File: src/rtl/irq_ctrl.sv
// irq_ctrl: four-source interrupt controller between raw button inputs and
// the cpu interrupt port. Each source is synchronised, optionally debounced,
// and edge-detected into a sticky pending bit. Pending bits are masked by
// ie and resolved by fixed priority (source 0 highest). A single registered
// irq is presented and retired by a one-cycle ack.
//
// Ports:
//   clock    in   system clock, rising edge
//   reset    in   asynchronous active-high reset, clears all state
//   in       in   [N_SRC] raw button levels, asynchronous to clock
//   ie       in   [N_SRC] per-source interrupt enable
//   ack      in   one-cycle acknowledge, honoured only while requesting
//   irq      out  registered interrupt request
//   vec      out  [clog2(N_SRC)] index of requested source, valid with irq
//   pending  out  [N_SRC] registered pending bits
//
// Build option: define IRQ_CTRL_DEBOUNCE_EN to insert a per-source debouncer
// (DB_CYCLES consecutive differing samples, 1..15) after the synchroniser.

module irq_ctrl #(
  parameter int unsigned N_SRC = 4
`ifdef IRQ_CTRL_DEBOUNCE_EN
  , parameter int unsigned DB_CYCLES = 4
`endif
) (
  input  logic                       clock,
  input  logic                       reset,
  input  logic [N_SRC-1:0]           in,
  input  logic [N_SRC-1:0]           ie,
  input  logic                       ack,
  output logic                       irq,
  output logic [$clog2(N_SRC)-1:0]   vec,
  output logic [N_SRC-1:0]           pending
);

  localparam int unsigned VW = $clog2(N_SRC);

  typedef enum logic [1:0] {
    ST_IDLE = 2'd0,
    ST_REQ  = 2'd1,
    ST_GAP  = 2'd2
  } state_e;

  logic [N_SRC-1:0] sync1_q, sync2_q;
  logic [N_SRC-1:0] deb;
  logic [N_SRC-1:0] prev_q;
  logic [N_SRC-1:0] rise;
  logic [N_SRC-1:0] elig;
  logic [N_SRC-1:0] clr;
  logic [N_SRC-1:0] pending_q, pending_d;
  logic [VW-1:0]    win;
  logic [VW-1:0]    vec_q, vec_d;
  logic             irq_q, irq_d;
  state_e           state_q, state_d;

  // Two-flop synchroniser for the asynchronous button levels
  always_ff @(posedge clock or posedge reset) begin
    if (reset) begin
      sync1_q <= '0;
      sync2_q <= '0;
    end else begin
      sync1_q <= in;
      sync2_q <= sync1_q;
    end
  end

`ifdef IRQ_CTRL_DEBOUNCE_EN
  localparam int unsigned CW = 4;

  logic [N_SRC-1:0]          deb_q, deb_d;
  logic [N_SRC-1:0][CW-1:0]  cnt_q, cnt_d;

  // Counter tracks how long the synchronised level has disagreed with the
  // accepted level; any agreement restarts it.
  always_comb begin
    deb_d = deb_q;
    cnt_d = '0;
    for (int i = 0; i < int'(N_SRC); i++) begin
      if (sync2_q[i] != deb_q[i]) begin
        if (cnt_q[i] == CW'(DB_CYCLES - 1)) begin
          deb_d[i] = sync2_q[i];
        end else begin
          cnt_d[i] = cnt_q[i] + CW'(1);
        end
      end
    end
  end

  always_ff @(posedge clock or posedge reset) begin
    if (reset) begin
      deb_q <= '0;
      cnt_q <= '0;
    end else begin
      deb_q <= deb_d;
      cnt_q <= cnt_d;
    end
  end

  assign deb = deb_q;
`else
  assign deb = sync2_q;
`endif

  // Edge detect and eligibility
  assign rise = deb & ~prev_q;
  assign elig = pending_q & ie;

  // Fixed priority: lowest set index wins
  always_comb begin
    win = '0;
    for (int i = int'(N_SRC) - 1; i >= 0; i--) begin
      if (elig[i]) win = VW'(i);
    end
  end

  // FSM state register
  always_ff @(posedge clock or posedge reset) begin
    if (reset) state_q <= ST_IDLE;
    else       state_q <= state_d;
  end

  // FSM next state
  always_comb begin
    state_d = state_q;
    case (state_q)
      ST_IDLE: if (|elig) state_d = ST_REQ;
      ST_REQ: begin
        if (ack)              state_d = ST_GAP;
        else if (!ie[vec_q])  state_d = ST_IDLE;
      end
      ST_GAP:  state_d = ST_IDLE;
      default: state_d = ST_IDLE;
    endcase
  end

  // FSM outputs; a new rise beats a same-cycle ack clear
  always_comb begin
    vec_d = vec_q;
    clr   = '0;
    if (state_q == ST_IDLE && |elig) vec_d = win;
    if (state_q == ST_REQ && ack)    clr[vec_q] = 1'b1;
    irq_d     = (state_d == ST_REQ);
    pending_d = (pending_q & ~clr) | rise;
  end

  always_ff @(posedge clock or posedge reset) begin
    if (reset) begin
      prev_q    <= '0;
      pending_q <= '0;
      vec_q     <= '0;
      irq_q     <= 1'b0;
    end else begin
      prev_q    <= deb;
      pending_q <= pending_d;
      vec_q     <= vec_d;
      irq_q     <= irq_d;
    end
  end

  assign irq     = irq_q;
  assign vec     = vec_q;
  assign pending = pending_q;

endmodule

File: config.mk
export PLATFORM = sky130hd
export DESIGN_NAME = irq_ctrl
export DESIGN_NICKNAME = d
export VERILOG_FILES = /design/src/rtl/irq_ctrl.sv
export SDC_FILE = /design/constraint.sdc
export NUM_CORES = 1
export LEC_CHECK = 0
export CORE_ASPECT_RATIO = 1.2
export CORE_MARGIN = 10
export CORE_UTILIZATION = 40
export DETAILED_ROUTE_END_ITERATION = 8
export PLACE_DENSITY = 0.67
export SETUP_SLACK_MARGIN = 0.05
export SYNTH_ARGS = -nofsm -noshare
export SYNTH_HDL_FRONTEND = slang
export SYNTH_SLANG_ARGS = --single-unit
export TNS_END_PERCENT = 10
File: constraint.sdc
create_clock -name clock -period 2.2 [get_ports clock]
set_input_delay 0.33 -clock clock [delete_from_list [all_inputs] [get_ports clock]]
set_output_delay 0.33 -clock clock [all_outputs]
set_load 0.03 [all_outputs]
**After elaboration in Yosys (flattened, before gate mapping)**

Cells that the tools add are included.

- Flip-flop bits (word level): 21
- Logic and storage cells: 35
- Input bits: 11

- Bitwise operators: 6
- Equal/unequal tests: 2
- Magnitude comparators: 2
- Multiplexer cells: 13
- Reductions and logical operators: 5

Operators with widths:

| cell | number |
|---|---|
| 2-bit 2-to-1 mux | 7 |
| 4-bit bitwise AND | 3 |
| 4-bit NOT | 2 |
| 2-bit by 1-bit equality test with 1-bit output, second input constant | 2 |
| 4-bit 2-to-1 mux | 1 |
| 4-bit OR | 1 |
| 2-bit one-hot mux with 2 select lines | 1 |
| 4-bit OR reduction | 1 |
| 1-bit logical AND | 3 |
| 2-bit by 3-bit < comparator with 1-bit output, second input constant | 1 |
| 1-bit binary-select mux with 2-bit select | 1 |
| 1-bit demux with 2-bit select | 1 |
| 2-bit by 1-bit greater-or-equal comparator with 1-bit output, second input constant | 1 |
| 2-bit logical NOT | 1 |
| 1-bit 2-to-1 mux | 2 |

**Depth between registers and ports, before layout**

- Word-level depth: 8
- Depth in mapped cells: 5

**Worst setup path before layout**

Ideal clock, no wire load.

- Path type: flip-flop to flip-flop
- Start: reg vec_q[0] (netlist: vec[0])
- End: reg irq_q (netlist: irq)
- Period minus slack after synthesis: 1.373 ns
- Buffers on the path: 0
- Arrival time: 1.249 ns
- Library setup time: 0.124 ns
- Setup slack: 0.827 ns
- Stages on the path, launching flop included: 4
- Data required time: 2.076 ns
- Cells stage by stage: dfrtp_1 mux4_2 nand3_2 nand2_1

- Word-level cells in the longest chain between the ends: 6

Ends and longest elaborated chain:

| what | RTL line | RTL |
|---|---|---|
| start: declaration | 52 | `logic [VW-1:0] vec_q, vec_d;` |
| start signal: assignment | 155 | `vec_q <= vec_d;` |
| 1-bit binary-select mux with 2-bit select | 129 | `else if (!ie[vec_q]) state_d = ST_IDLE;` |
| 1-bit 2-to-1 mux (not written as such) | 129 |  |
| 2-bit 2-to-1 mux | 129 |  |
| 2-bit 2-to-1 mux | 128 | `if (ack) state_d = ST_GAP;` |
| 2-bit one-hot mux with 2 select lines | 125 | `case (state_q)` |
| 2-bit by 1-bit equality test with 1-bit output | 142 | `irq_d = (state_d == ST_REQ);` |
| via irq_d | 53 | `logic irq_q, irq_d;` |
| end signal: assignment | 156 | `irq_q <= irq_d;` |
| end: declaration | 53 |  |

The timed path passes the listed nets, and every way through them passes these cells. The select of a mux whose other input is x is not followed.
A chain may end at the register's enable or synchronous reset.

**Worst setup path in the final report**

- Start: reg vec_q[0] (netlist: vec[0])
- End: out vec[0]

RTL lines:

| what | RTL line | RTL |
|---|---|---|
| end: declaration | 32 | `output logic [$clog2(N_SRC)-1:0] vec,` |

No word-level cell between the ends.

==> flow_metrics.env <==
export IMPL_power_density_mw_per_mm2=1211
export IMPL_cp_endpoint="vec[0]"
export IMPL_slowest_delay_ns=0.72
export IMPL_crit_family="buffers and inverters"
export IMPL_row_count=16
export IMPL_die_w_um=58.72
export IMPL_gr_total_overflow=0
export IMPL_clock_skew_ns=0.001311
export IMPL_crit_type="reg2out"
export IMPL_cp_arrival_ns=1.48
export IMPL_antenna_found_initial=0
export IMPL_grt_start_max_net_pins=22
export IMPL_final_hold_viol_count=0
export IMPL_drv_cap=0
export IMPL_critPathBufInv=1
export IMPL_power_frac_clock_pct=15.3
export IMPL_drive_gt1_share_pct=10.53
export IMPL_portBuffers=17
export IMPL_cp_max_fo=6
export IMPL_drv_slew=0
export IMPL_route_detailed_drc=0
export IMPL_core_area_mm2=0.001662
export IMPL_vias=482
export IMPL_p_int_uw=728.3
export IMPL_combPwrFrac_pct=37.1
export IMPL_vdd_drop_max_uv=563.9
export IMPL_timing_setup_tns_ns=0
export IMPL_postRouteAntennaNets=0
export IMPL_tightest_slew_ns=0.3100
export IMPL_leakage_uw=0.0004262
export IMPL_synth_seq_cells=21
export IMPL_post_cts_setup_buffers=0
export IMPL_drt_wl_total_um=1292
export IMPL_numCtsBuffers=3
export IMPL_crit_reg2reg_launch="pending[0]"
export IMPL_postSynthAreaPerCell_um2=13.32
export IMPL_die_area_mm2=0.003902
export IMPL_final_area_um2=945.9
export IMPL_hpwlAfterDp_um=1007
export IMPL_wl_met2_um=582
export IMPL_rsz0062_at_grt="no"
export IMPL_min_period_over_period_pct=82.08
export IMPL_path_cells="clkdlybuf4s50_1"
export IMPL_syn_area_um2=719.4
export IMPL_p_sw_uw=417.2
export IMPL_clkSinkCount=21
export IMPL_io_pins=18
export IMPL_cts_path_max_buffers=2
export IMPL_synth_top_cell_area_share_pct=73.04
export IMPL_syn_nets=65
export IMPL_clock_latency_ns=0.29
export IMPL_wire_per_inst_um=13.74
export IMPL_grt_pass1_wl_um=2283
export IMPL_ys_top_cells_by_area="dfrtp_1, o21ai_0, inv_1"
export IMPL_syn2layout_area_growth_pct=31.48
export IMPL_gp_congestion=0.8216
export IMPL_clkSlewWorstSetupHoldPaths_ns=0.11
export IMPL_swShare_pct=36.42
export IMPL_slowest_stage="clkdlybuf4s50_1"
export IMPL_crit_start="vec[0]"
export IMPL_grt_pass1_vias=533
export IMPL_netlist_instances=54
export IMPL_startpoint_type="flop"
export IMPL_rrSetupSlack_ns=0.92
export IMPL_period_minus_slack_ns=1.806
export IMPL_end_kind="output pin"
export IMPL_run_status="complete, no violations"
export IMPL_drtIter0Drc=2
export IMPL_ys_seq_area_share_pct=73.04
export IMPL_via_per_inst=5.128
export IMPL_n_antenna_cell=0
export IMPL_required_ns=1.87
export IMPL_htreeDepth=1
export IMPL_slew_headroom_pct=79.27
export IMPL_dieHeight_um=66.46
export IMPL_cts_hold_buffers=0
export IMPL_initial_utilization_pct=43.30
export IMPL_cts_root_buffer="clkbuf_4"
export IMPL_yosysWarnings=0
export IMPL_cp_num_cells=1
export IMPL_hp_class="in2async"
export IMPL_worstReg2RegEnd="vec[0]"
export IMPL_fmax_ghz=0.5538
export IMPL_reg2reg_depth=3
export IMPL_met3_length_um=119
export IMPL_wirelength_met1_um=582
export IMPL_synth_cell_types=14
export IMPL_gr_usage_all_layers_pct=7.439
export IMPL_num_nets_final=88
export IMPL_dr_pass1_iters=4
export IMPL_cts_tree="done"
export IMPL_yosys_area_top_type="dfrtp_1"
export IMPL_setup_violations_final=0
export IMPL_place_area_um2=919.6
export IMPL_sequentialPowerShare_pct=47.6
export IMPL_cts_resized=0
export IMPL_dr_max_layer_used="met4"
-- synth_stat cells --
| library cell | n |
|---|---|
| a21oi_1 | 3 |
| a22o_1 | 1 |
| a32oi_1 | 1 |
| dfrtp_1 | 21 |
| inv_1 | 7 |
| mux2_2 | 1 |
| mux4_2 | 1 |
| nand2_1 | 6 |
| nand3_2 | 1 |
| nand3b_1 | 1 |
| nor2_1 | 2 |
| o21ai_0 | 6 |
| o21ai_2 | 1 |
| o31ai_1 | 2 |
-- cells in the final DEF (no fill, tap or decap) --
master,count
a21oi_1,3
a22o_1,1
a32oi_1,1
buf_4,1
clkbuf_1,1
clkbuf_4,3
clkdlybuf4s50_1,17
dfrtp_1,21
inv_1,7
mux2_2,1
mux4_2,1
nand2_1,6
nand3_2,1
nand3b_1,1
nor2_1,2
o21ai_0,6
o21ai_2,1
o31ai_1,2
-- metrics by stage --
stage / util, % / hold WS, ns / power, µW / cells / setup slack, ns
2_1_floorplan: - / 0.3065 / 798.6 / 54 / 0.8271
3_3_place_gp: 55.35 / 0.3340 / 981.9 / 90 / 0.5504
3_5_place_dp: 55.35 / 0.3356 / 988.6 / 90 / 0.5401
4_1_cts: 56.93 / 0.3545 / 1164 / 94 / 0.3663
5_1_grt: 56.93 / 0.3669 / 1224 / 94 / 0.3124
6_report: 56.93 / 0.3528 / 1145 / 94 / 0.3942
-- cell type report --
| cell class | instances | area [µm²] |
|---|---|---|
| multi-input combinational | 26 | 167.7 |
| sequential | 21 | 525.5 |
| clock buffer | 4 | 26.28 |
| timing repair buffer | 18 | 177.7 |
| fill | 149 | 715.7 |
| inverter | 7 | 26.28 |
| tap | 18 | 22.52 |
-- cells by family after synthesis --
group                  count (synthesis)  share of synthesized area [%]
buffers and inverters                  7                          3.653
and+or+nand+nor                       10                          6.609
DFF                                   21                          73.04
AOI/OAI and AO/OA                     14                          12.00
muxes                                  2                          4.695
-- power groups by stage --
stage	clock (µW)	sequential (µW)	combinational (µW)
floorplan	0	651	148
global placement	0	553	429
detailed placement	0	558	430
CTS	183	549	432
global route	198	562	464
finish	175	546	425
-- sequential cells by signal, summed over array words and instances (netlist names) --
| register | flops |
|---|---|
| prev_q | 4 |
| pending | 4 |
| sync1_q | 4 |
| vec | 2 |
| state_q | 2 |
| irq | 1 |
| deb | 4 |
-- layer usage --
layer  vias up  GRT usage (%)
met3         2          3.036
li1        229              -
met2        19          11.17
met4         0          4.885
met5         -              0
met1       232          8.484
-- how the worst min path moves through the flow --
stage               startpoint  endpoint  slack, ns  cells past startpoint
global placement    sync1_q[0]    deb[0]       0.33                      0
CTS                      reset    deb[3]       0.35                      3
floorplan                reset    deb[0]       0.31                      1
finish                   reset    deb[0]       0.35                      3
global route             reset    deb[0]       0.37                      3
detailed placement  sync1_q[0]    deb[0]       0.34                      0
No activity file was read; power rests on OpenSTA's default activity.
